[src/rtl/llsc_monitor.sv]
// Multi-channel LL/SC reservation monitor: one granule reservation per channel with
// snoop kill, flush and lifetime timeout, plus a same-cycle SC verdict and forwarded LLbit.
module llsc_monitor #(
  parameter  int NUM_CH    = 4,
  parameter  int ADDR_W    = 32,
  parameter  int GRAN_LOG2 = 4,
  parameter  int TIMEOUT   = 1023,
  localparam int CH_W      = (NUM_CH > 1) ? $clog2(NUM_CH) : 1
) (
  input  logic              clk,
  input  logic              rst,
  input  logic [NUM_CH-1:0] flush,
  input  logic              ll_we,
  input  logic [CH_W-1:0]   ll_ch,
  input  logic [ADDR_W-1:0] ll_addr,
  input  logic              sc_req,
  input  logic [CH_W-1:0]   sc_ch,
  input  logic [ADDR_W-1:0] sc_addr,
  output logic              sc_ok,
  input  logic              st_valid,
  input  logic [CH_W-1:0]   st_ch,
  input  logic [ADDR_W-1:0] st_addr,
  output logic [NUM_CH-1:0] llbit_o
);

  localparam int GW    = ADDR_W - GRAN_LOG2;
  localparam int CNT_W = (TIMEOUT > 0) ? $clog2(TIMEOUT + 1) : 1;
  localparam logic [CNT_W-1:0] CNT_LOAD = CNT_W'(TIMEOUT);

  logic [NUM_CH-1:0] valid_q, valid_d;
  logic [GW-1:0]     raddr_q [NUM_CH];
  logic [GW-1:0]     raddr_d [NUM_CH];
  logic [CNT_W-1:0]  cnt_q   [NUM_CH];
  logic [CNT_W-1:0]  cnt_d   [NUM_CH];

  logic [GW-1:0] ll_gran, sc_gran, st_gran;
  logic          ll_in, sc_in, st_in;
  logic          sel_valid, sel_match, sel_flush, snoop_kill;

  // Byte offsets within a granule never take part in a compare.
  logic unused_low;
  assign unused_low = ^{ll_addr[GRAN_LOG2-1:0], sc_addr[GRAN_LOG2-1:0], st_addr[GRAN_LOG2-1:0]};

  function automatic logic ch_in_range(input logic [CH_W-1:0] ch);
    return 32'(ch) < NUM_CH;
  endfunction

  assign ll_gran = ll_addr[ADDR_W-1:GRAN_LOG2];
  assign sc_gran = sc_addr[ADDR_W-1:GRAN_LOG2];
  assign st_gran = st_addr[ADDR_W-1:GRAN_LOG2];
  assign ll_in   = ll_we    && ch_in_range(ll_ch);
  assign sc_in   = sc_req   && ch_in_range(sc_ch);
  assign st_in   = st_valid && ch_in_range(st_ch);

  // Select the SC channel's current state; an out-of-range index selects nothing.
  always_comb begin
    sel_valid = 1'b0;
    sel_match = 1'b0;
    sel_flush = 1'b0;
    for (int c = 0; c < NUM_CH; c++) begin
      if (sc_ch == CH_W'(c)) begin
        sel_valid = valid_q[c];
        sel_match = (raddr_q[c] == sc_gran);
        sel_flush = flush[c];
      end
    end
  end

  // A foreign store to the same granule in the SC cycle is ordered ahead of the SC.
  assign snoop_kill = st_in && (st_ch != sc_ch) && (st_gran == sc_gran);

  assign sc_ok = !rst && sc_in && sel_valid && sel_match && !sel_flush && !snoop_kill;

  always_comb begin
    for (int c = 0; c < NUM_CH; c++) begin
      valid_d[c] = valid_q[c];
      raddr_d[c] = raddr_q[c];
      cnt_d[c]   = cnt_q[c];
      if (flush[c]) begin
        valid_d[c] = 1'b0;
      end else if (ll_in && ll_ch == CH_W'(c)) begin
        valid_d[c] = 1'b1;
        raddr_d[c] = ll_gran;
        cnt_d[c]   = CNT_LOAD;
      end else if (sc_in && sc_ch == CH_W'(c)) begin
        valid_d[c] = 1'b0;
      end else if (st_in && st_ch != CH_W'(c) && st_gran == raddr_q[c]) begin
        valid_d[c] = 1'b0;
      end else if ((TIMEOUT != 0) && valid_q[c] && cnt_q[c] == '0) begin
        valid_d[c] = 1'b0;
      end else if (valid_q[c] && cnt_q[c] != '0) begin
        cnt_d[c] = cnt_q[c] - 1'b1;
      end
    end
  end

  assign llbit_o = rst ? '0 : valid_d;

  always_ff @(posedge clk or posedge rst) begin
    if (rst) begin
      valid_q <= '0;
      for (int c = 0; c < NUM_CH; c++) begin
        raddr_q[c] <= '0;
        cnt_q[c]   <= '0;
      end
    end else begin
      valid_q <= valid_d;
      for (int c = 0; c < NUM_CH; c++) begin
        raddr_q[c] <= raddr_d[c];
        cnt_q[c]   <= cnt_d[c];
      end
    end
  end

endmodule

[config.mk]
export PLATFORM = sky130hd
export DESIGN_NAME = llsc_monitor
export DESIGN_NICKNAME = d
export VERILOG_FILES = /design/src/rtl/llsc_monitor.sv
export SDC_FILE = /design/constraint.sdc
export NUM_CORES = 1
export LEC_CHECK = 0
export CAP_MARGIN = 20
export CORE_ASPECT_RATIO = 2
export CORE_MARGIN = 4
export CORE_UTILIZATION = 55
export CTS_CLUSTER_DIAMETER = 100
export DETAILED_ROUTE_END_ITERATION = 8
export GPL_TIMING_DRIVEN = 0
export PLACE_DENSITY = 0.79
export SLEW_MARGIN = 40
export SYNTH_ARGS = -nofsm -noshare
export SYNTH_HDL_FRONTEND = slang
export SYNTH_SLANG_ARGS = --single-unit
[constraint.sdc]
create_clock -name clk -period 9.83 [get_ports clk]
set_clock_uncertainty 0.2 [all_clocks]
set_input_delay 0.983 -clock clk [delete_from_list [all_inputs] [get_ports clk]]
set_output_delay 0.983 -clock clk [all_outputs]
set_load 0.05 [all_outputs]
==> results of run 1 <==
-- routing by layer --
metal	GRT usage	wire length [um]	vias up
li1	-	-	3852
met1	0.384	12500	4106
met2	0.656	19200	290
met3	0.0739	1810	128
met4	0.291	3450	0
met5	0	0	-
-- sequential cells by signal (all words and copies together), names as in the netlist --
register and cells:
raddr_q 112, valid_q 4, cnt_q 40
-- layout by cell type, fill, tap and decap left out, types with 8 or more instances in the layout --
master and instances:
xor2_1 91, nand3_1 18, clkdlybuf4s50_1 47, nor3_1 25, and2_1 10, mux2_2 28, buf_2 8, inv_1 21
clkbuf_16 17, ha_1 8, clkbuf_1 78, xnor2_1 159, nand2_1 273, dfrtp_1 156, nor2_1 27, nand4_1 45
o21ai_0 10, nor4_1 35, or4_1 11
-- worst max-delay path by stage --
| stage | from | end | slack (ns) | depth (start not counted) |
|---|---|---|---|---|
| after global routing | sc_addr[28] | sc_ok | 4.25 | 8 |
| final | sc_ch[0] | llbit_o[2] | 4.43 | 9 |
| after global placement | rst | sc_ok | 0.69 | 5 |
| after floorplan | rst | sc_ok | 2.85 | 3 |
| after CTS | sc_ch[0] | llbit_o[2] | 4.46 | 9 |
| after detailed placement | sc_ch[0] | llbit_o[2] | 4.46 | 9 |
-- final cells by class --
| type | count | area, um2 | share of cell area |
|---|---|---|---|
| tap | 213 | 267 | 0.0235 |
| clock buffer | 20 | 457 | 0.0403 |
| buffer | 89 | 353 | 0.0312 |
| clock inverter | 11 | 136 | 0.0120 |
| multi-input combinational | 853 | 5590 | 0.494 |
| timing repair buffer | 49 | 526 | 0.0464 |
| sequential | 156 | 3900 | 0.345 |
| inverter | 22 | 90.1 | 0.00796 |
-- power groups by stage --
stage	registers (uW)	logic, uW	clock network, uW
after floorplan	868	371	0
after global placement	919	542	0
after detailed placement	922	552	0
after CTS	913	557	676
after global routing	928	611	705
final	919	571	674
-- cell families after synthesis --
| logic type | after synthesis |
|---|---|
| AO/OA/AOI/OAI | 67 |
| XOR/XNOR | 253 |
| adder cells (fa/ha/maj) | 8 |
| buffers and inverters | 111 |
| flip-flops | 156 |
| multiplexers | 36 |
| AND/OR/NAND/NOR | 489 |
-- metrics by stage --
stage	area, um2	total power, uW
after floorplan	9890	1240
after global placement	10600	1460
after detailed placement	10700	1470
after CTS	11300	2150
after global routing	11300	2240
final	11300	2160
-- worst max-delay path: stages --
cell and delay (ns):
clkdlybuf4s50_1 0.50, clkbuf_1 0.53, o21ai_0 0.28, a41oi_1 0.32, o21a_1 0.20, clkbuf_1 0.35
nor2_1 0.13, nor2_1 0.12, clkdlybuf4s50_1 0.81
==> reports/results.ini, run 1 <==
[clock_network]
cts_tree = done
htreeDepth = 4
cts_sinks = 156
post-cts-setup-buffers = 0
ctsHoldBuffers = 0
cts_root_buffer = clkbuf_16
cts_max_path_buffers = 2
clock_latency_ns = 0.44
cts-buffers-inserted = 17
clk_pin_slew_worst_paths_ns = 0.07
post_cts_resized = 0

[power_and_ir_drop]
vdd_drop_max_mv = 0.114
pwr-share-clk = 0.311
p_sw_uw = 774
intPower_uw = 1390
power.density_nw_per_um2 = 191
pwr-share-seq = 0.425
p_leak_uw = 0.00469
switching_share = 0.358
pwr-share-comb = 0.264

[route]
drt-total-wl_um = 37000
drtPass1Iterations = 5
avgRoutedWirePerCell_um = 26.2
route.detailed.drc = 0
drt_iter0_drc = 487
viasPerCell = 5.93
vias = 8376
final_antenna_net_count = 0

[yosys]
syn_inst = 1120
synth_top_family_by_area = simple AND/OR/NAND/NOR gates
yosys_register_bits = 156
synth_common_cells = nand2_1, xnor2_1, dfrtp_1, xor2_1, clkbuf_1
synth_top_area_share = 0.395
synth-simple-area-share = 0.236
synthTopCellsByArea = dfrtp_1, xnor2_1, nand2_1, xor2_1, mux2_2
synth_mux_area_frac = 0.0401
synth.most_common_cell = nand2_1
synth_top_area_cell = dfrtp_1
ys.flop_type = dfrtp_1
async_flop_share = 1.00
synth_xor_area_frac = 0.224
avgSynthCellArea_um2 = 8.83
synth_compound_area_frac = 0.0515
seq_area_frac_synth = 0.395
synth_warnings = 0
syn_area_um2 = 9890
synth_cell_type_count = 61
synth-adder-area-share = 0.0101
syn-num-nets = 1239
synth_edf_count = 0

[cells_and_area]
final_util = 0.640
finalNetCount = 1307
final_cells = 1413
area_growth_pct = 14.4
drive_gt1_frac = 0.0775
antenna_cells = 0
fillers = 1512

[placement]
numPortBuffers = 47
dp.cells = 1382
dp_hpwl_um = 29500
place_ws_ns = 4.46
gp_congestion = 1.04

[global_routing]
grt_pass1_vias = 8637
antenna_found_initial = 0
track_usage = 0.378
grt_remaining_overflow = 0
grt_pass1_wl_um = 54000
grt_max_degree = 73

[setup_path]
rr_startpoint = raddr_q[42]
worst_setup_path_start_kind = input port
reg2reg_depth = 6
rrSetupSlack_ns = 6.87
crit_arrival_ns = 4.22
required_ns = 8.65
crit_type = in -> out
end_kind = primary output
cp_max_fo = 10
worstReg2RegEnd = cnt_q[18]

[hold_path]
hold_depth = 1
hp-start = cnt_q[7]
hold_class = reg -> reg
worst_hold_path.endpoint = cnt_q[7]

[timing]
setup_violations = 0
post-route-period-util = 0.550
setup_tns_ns = 0
worst_slew_pin_slew_ns = 0.881
max_freq_mhz = 185
min_period_ns = 5.40
drv_slew = 0
hold_viol_final = 0
slew_headroom = 0.413
setup_ws_ns = 4.43
rsz0062_at_grt = no
fin_hold_ws_ns = 0.340

[floorplan]
dieArea_um2 = 20300
rows = 69
coreArea_um2 = 17700
die_h_um = 198
start_util = 0.559
die_w_um = 103
ios = 116

[job]
maxCapViolations = 0

[status]
outcome = finished, final reports clean

(Power assumes the default switching activity.)
==> run 2: changes to the inputs <==
Clock period 9.83 ns to 5.5 ns, I/O delays scaled along.
==> reports/results.ini, run 2 (same netlist as run 1, synthesis figures left out) <==
[floorplan]
start_util = 0.559  ; unchanged
die_w_um = 103  ; unchanged
coreArea_um2 = 17700  ; unchanged
die_h_um = 198  ; unchanged
dieArea_um2 = 20300  ; unchanged
ios = 116  ; unchanged
rows = 69  ; unchanged

[timing]
min_period_ns = 4.81
slew_headroom = 0.377  ; was 0.413
post-route-period-util = 0.874
worst_slew_pin_slew_ns = 0.935  ; was 0.881 ns
max_freq_mhz = 208
setup_ws_ns = 0.694  ; was 4.43 ns
setup_tns_ns = 0  ; unchanged
setup_violations = 0  ; unchanged
rsz0062_at_grt = no  ; unchanged
drv_slew = 0  ; unchanged
hold_viol_final = 0  ; unchanged

[clock_network]
cts_max_path_buffers = 2  ; unchanged
clk_pin_slew_worst_paths_ns = 0.07  ; about the same
cts-buffers-inserted = 17  ; unchanged
clock_latency_ns = 0.44  ; about the same
htreeDepth = 4  ; unchanged
post-cts-setup-buffers = 0  ; unchanged
cts_sinks = 156  ; unchanged
post_cts_resized = 0  ; unchanged
ctsHoldBuffers = 0  ; unchanged
cts_root_buffer = clkbuf_16  ; unchanged
cts_tree = done  ; unchanged

[route]
drt-total-wl_um = 37200  ; was 37,000 um
route.detailed.drc = 0  ; unchanged
drtPass1Iterations = 5  ; unchanged
avgRoutedWirePerCell_um = 26.2  ; about the same
vias = 8463  ; was 8,376
viasPerCell = 5.96  ; was 5.93
final_antenna_net_count = 0  ; unchanged
drt_iter0_drc = 561  ; was 487

[placement]
dpl-instance-area_um2 = 10800  ; was 10,700 um2
place_ws_ns = 1.03  ; was 4.46 ns
dp_hpwl_um = 30500  ; was 29,500 um
gp_congestion = 1.08  ; was 1.04
numPortBuffers = 47  ; unchanged
dp.cells = 1387  ; was 1,382

[cells_and_area]
largest-register = raddr_q  ; unchanged
layout_common_cells = nand2_1, xnor2_1, dfrtp_1, xor2_1, clkbuf_1  ; unchanged
largest_register_ffs = 112  ; unchanged
antenna_cells = 0  ; unchanged
drive_gt1_frac = 0.0788  ; was 0.0775
final_cells = 1419  ; was 1,413
final_util = 0.646  ; was 0.640
area_growth_pct = 15.5  ; was 14.4%
final_common_cell = nand2_1  ; unchanged
largestRegisters = raddr_q x112, cnt_q x40, valid_q x4  ; unchanged
fillers = 1528  ; was 1,512
stdcell_area_um2 = 11400  ; was 11,300 um2
finalNetCount = 1312  ; was 1,307

[power_and_ir_drop]
p_leak_uw = 0.00474  ; was 0.00469 uW
p_sw_uw = 1400  ; was 774 uW
power.density_nw_per_um2 = 344  ; was 191 nW/um2
pwr-share-seq = 0.420  ; was 0.425
pwr-share-clk = 0.322  ; was 0.311
intPower_uw = 2530  ; was 1390 uW
switching_share = 0.356  ; was 0.358
pwr-share-comb = 0.259  ; was 0.264
vdd_drop_max_mv = 0.225  ; was 0.114 mV

[setup_path]
crit_chain = xnor2_1 -> nand4_1 -> nor4_1 -> a21oi_1 -> a211oi_1 -> clkdlybuf4s50_1  ; was clkdlybuf4s50_1 -> clkbuf_1 -> o21ai_0 -> a41oi_1 -> o21a_1 -> clkbuf_1 -> nor2_1 -> nor2_1 -> clkdlybuf4s50_1
end_kind = primary output  ; unchanged
required_ns = 4.75  ; was 8.65 ns
crit_type = reg -> out  ; was in -> out
cp_max_fo = 3  ; was 10
crit_arrival_ns = 4.06  ; was 4.22 ns
critPathMaxStageDelay_ns = 0.89  ; was 0.81 ns
cpMaxStageDelayCell = clkdlybuf4s50_1  ; unchanged
worst_setup_path_start_kind = register  ; was input port

[global_routing]
track_usage = 0.381  ; was 0.378
grt_pass1_wl_um = 54800  ; was 54,000 um
grt_pass1_vias = 8825  ; was 8,637
grt_remaining_overflow = 0  ; unchanged
antenna_found_initial = 0  ; unchanged
grt_max_degree = 26  ; was 73

[job]
maxCapViolations = 0  ; unchanged

[status]
outcome = finished, final reports clean  ; unchanged

[hold_path]
hold_class = in -> async  ; was reg -> reg

## run 2: cell count changes in the layout (fill, tap and decap cells not counted)
cell	change
xnor2_2	-3
bufinv_16	+1
inv_8	-1
buf_12	+2
clkbuf_2	-1
xnor2_1	+3
clkinv_2	+1
clkbuf_8	-1
nor4_1	+1
buf_16	+2
nor4_2	-1
inv_6	+2
buf_8	+1
## run 2: worst paths after layout
kind / startpoint / end / slack, ns / cells past startpoint
max: raddr_q[96] / sc_ok / 0.69 / 6
min: rst / raddr_q[52] / 0.32 / 2
max reg2reg: raddr_q[57] / cnt_q[24] / 2.28 / 7
min reg2reg: raddr_q[30] / raddr_q[30] / 0.35 / 2
max in group asynchronous: rst / raddr_q[11] / 3.73 / 6
min in group clk: raddr_q[30] / raddr_q[30] / 0.35 / 2
## run 2: worst max-delay path, delay by kind of cell (launching register included)
kind                      cells  cell delay (ns)
AOI/OAI and AO/OA             2             0.66
xor gates and xnor gates      1             0.77
buffers and inverters         1             0.89
DFF                           1             0.44
and+or+nand+nor               2             0.84
## run 2: final cells by class
cell class	instances	area, um2	area share
clock inverters	14	181	0.0159
well taps	213	267	0.0233
clock buffers	18	439	0.0384
multi-input cells	853	5560	0.487
plain buffers	89	352	0.0308
inverters	22	86.3	0.00756
repair buffers	54	636	0.0556
flip-flops and latches	156	3900	0.342
## run 2: routing by layer
layer | share of wire | global-route usage | vias up
li1 | - | - | 3877
met1 | 0.34 | 0.397 | 4091
met2 | 0.52 | 0.661 | 351
met3 | 0.047 | 0.0569 | 144
met4 | 0.099 | 0.297 | 0
met5 | 0 | 0 | -
## run 2: power by group through the flow
| stage | Combinational [uW] | Sequential (uW) | Clock (uW) |
|---|---|---|---|
| floorplan | 663 | 1550 | 0 |
| global placement | 959 | 1650 | 0 |
| detailed placement | 994 | 1660 | 0 |
| CTS | 1000 | 1640 | 1260 |
| global route | 1080 | 1660 | 1320 |
| finish | 1020 | 1650 | 1260 |
## run 2: stage by stage
stage               power [uW]  hold WS [ns]
finish                    3930         0.319
global placement          2610         0.317
CTS                       3900         0.322
detailed placement        2650         0.330
floorplan                 2210         0.303
global route              4060         0.356
==> run 3: changes to the inputs <==
Settings changed: CTS_CLUSTER_DIAMETER 100 to 60, DONT_BUFFER_PORTS set to 1, PLACE_DENSITY 0.79 to 0.7, SLEW_MARGIN 40 to 25.
==> reports/results.ini, run 3 (same netlist as run 1, synthesis figures left out) <==
[route]
routed-wl-met3_um = 1860  ; was 1740 um
viasPerCell = 6.05  ; was 5.96
drt_iter0_drc = 480  ; was 561
dr_wl_met2_um = 19200  ; was 19,300 um
drtPass1Iterations = 5  ; unchanged
final_antenna_net_count = 0  ; unchanged
vias = 8305  ; was 8,463
avgRoutedWirePerCell_um = 26.8  ; was 26.2 um
highest_layer = met4  ; unchanged
wl_met1_um = 11800  ; was 12,500 um
route.detailed.drc = 0  ; unchanged
drt-total-wl_um = 36700  ; was 37,200 um

[floorplan]
start_util = 0.559  ; unchanged
dieArea_um2 = 20300  ; unchanged
rows = 69  ; unchanged
coreArea_um2 = 17700  ; unchanged
die_h_um = 198  ; unchanged
die_w_um = 103  ; unchanged
ios = 116  ; unchanged

[timing]
slew_headroom = 0.312  ; was 0.377
post-route-period-util = 0.755  ; was 0.874
rsz0062_at_grt = no  ; unchanged
drv_slew = 0  ; unchanged
fin_hold_ws_ns = 0.0133  ; was 0.319 ns
hold_viol_final = 0  ; unchanged
worst_slew_pin_slew_ns = 1.03  ; was 0.935 ns
min_period_ns = 4.15  ; was 4.81 ns
setup_violations = 0  ; unchanged
max_freq_mhz = 241  ; was 208 MHz
setup_tns_ns = 0  ; unchanged

[clock_network]
cts_root_buffer = clkbuf_16  ; unchanged
htreeDepth = 4  ; unchanged
cts_max_path_buffers = 2  ; unchanged
cts_tree = done  ; unchanged
post-cts-setup-buffers = 0  ; unchanged
clock_latency_ns = 0.44  ; about the same
cts_sinks = 156  ; unchanged
clk_pin_slew_worst_paths_ns = 0.07  ; about the same
cts-buffers-inserted = 17  ; unchanged

[setup_path]
reg2reg_depth = 7  ; unchanged
worst_setup_path_start_kind = register  ; unchanged
crit_type = reg -> out  ; unchanged
rr_startpoint = raddr_q[62]  ; was raddr_q[57]
rrSetupSlack_ns = 2.15  ; was 2.28 ns
cp_max_fo = 8  ; was 3
crit_arrival_ns = 3.40  ; was 4.06 ns
required_ns = 4.75  ; about the same
worstReg2RegEnd = cnt_q[24]  ; unchanged
end_kind = primary output  ; unchanged

[cells_and_area]
largest_register_ffs = 112  ; unchanged
area_growth_pct = 9.80  ; was 15.5%
largestRegisters = raddr_q x112, cnt_q x40, valid_q x4  ; unchanged
fillers = 1582  ; was 1,528
layout_common_cells = nand2_1, xnor2_1, dfrtp_1, xor2_1, clkbuf_1  ; unchanged
largest-register = raddr_q  ; unchanged
drive_gt1_frac = 0.0820  ; was 0.0788
antenna_cells = 0  ; unchanged
finalNetCount = 1265  ; was 1,312
final_common_cell = nand2_1  ; unchanged

[placement]
gp_congestion = 1.04  ; was 1.08
dp_hpwl_um = 30100  ; was 30,500 um
numPortBuffers = 0  ; was 47

[hold_path]
hold_class = in -> reg  ; was in -> async
hold_depth = 2
hp-start = ll_addr[9]
worst_hold_path.endpoint = raddr_q[89]

[global_routing]
grt_max_degree = 32  ; was 26
grt_remaining_overflow = 0  ; unchanged
track_usage = 0.375  ; was 0.381
grt_pass1_vias = 8544  ; was 8,825
grt_pass1_wl_um = 53900  ; was 54,800 um
antenna_found_initial = 0  ; unchanged

[power_and_ir_drop]
vdd_drop_max_mv = 0.235  ; was 0.225 mV
p_leak_uw = 0.00452  ; was 0.00474 uW
power.density_nw_per_um2 = 347  ; was 344 nW/um2

[job]
maxCapViolations = 0  ; unchanged

[status]
outcome = finished, final reports clean  ; unchanged

[run 3: cell count changes in the layout (fill, tap and decap cells not counted)]
| cell | before | now |
|---|---|---|
| dlygate4sd3_1 | 0 | 1 |
| buf_8 | 1 | 0 |
| inv_6 | 4 | 5 |
| a211oi_1 | 5 | 4 |
| clkinv_2 | 1 | 3 |
| clkinvlp_4 | 4 | 3 |
| buf_16 | 4 | 0 |
| buf_12 | 2 | 5 |
| clkdlybuf4s50_1 | 47 | 0 |
| buf_4 | 2 | 3 |
| bufinv_16 | 3 | 1 |
| a211oi_2 | 0 | 1 |
[run 3: how the worst max path moves through the flow]
| stage | startpoint | endpoint | depth (start not counted) |
|---|---|---|---|
| floorplan | rst | sc_ok | 3 |
| global placement | rst | sc_ok | 3 |
| detailed placement | st_addr[20] | llbit_o[3] | 8 |
| CTS | raddr_q[62] | llbit_o[1] | 6 |
| global route | raddr_q[62] | llbit_o[1] | 6 |
| finish | raddr_q[62] | llbit_o[1] | 6 |
[run 3: stage by stage]
stage	util	area (um2)	cells	power (uW)	worst slack [ns]
after CTS	0.614	10900	1372	3760	1.45
final	0.614	10900	1372	3770	1.35
after floorplan	-	9900	1120	2210	1.11
after global routing	0.614	10900	1372	3910	1.26
after global placement	0.574	10200	1333	2570	-0.129
after detailed placement	0.581	10300	1339	2600	1.58
[run 3: worst max-delay path: stages (launching register included)]
cell,delay [ns]
dfrtp_1,0.42
xnor2_1,0.44
nand4_1,0.30
nor4_1,0.78
a21oi_1,0.39
o21bai_1,0.36
nor2_1,0.28
[run 3: cell type report]
| cell class | count | area (um2) | share of cell area |
|---|---|---|---|
| multi-input combinational | 853 | 5570 | 0.512 |
| sequential | 156 | 3900 | 0.359 |
| clock buffer | 18 | 439 | 0.0404 |
| buffer | 89 | 352 | 0.0324 |
| tap | 213 | 267 | 0.0245 |
| clock inverter | 14 | 133 | 0.0122 |
| timing repair buffer | 7 | 118 | 0.0108 |
| inverter | 22 | 86.3 | 0.00795 |
[run 3: layer usage]
layer | vias up | GRT usage
met3 | 134 | 0.0608
met4 | 0 | 0.306
met1 | 4063 | 0.370
li1 | 3768 | -
met5 | - | 0
met2 | 340 | 0.662
[run 3: what timing repair did]
| item | CTS | global route |
|---|---|---|
| hold buffers | 1 | 0 |
| gates resized for setup | 0 | 0 |
| hold endpoints to repair | 15 | 0 |
[run 3: power by group]
group	leakage [uW]	switching [uW]	internal [uW]	total (uW)
Sequential	0.00184	299	1350	1650
Combinational	0.00240	545	411	956
Clock	0.000280	527	644	1170
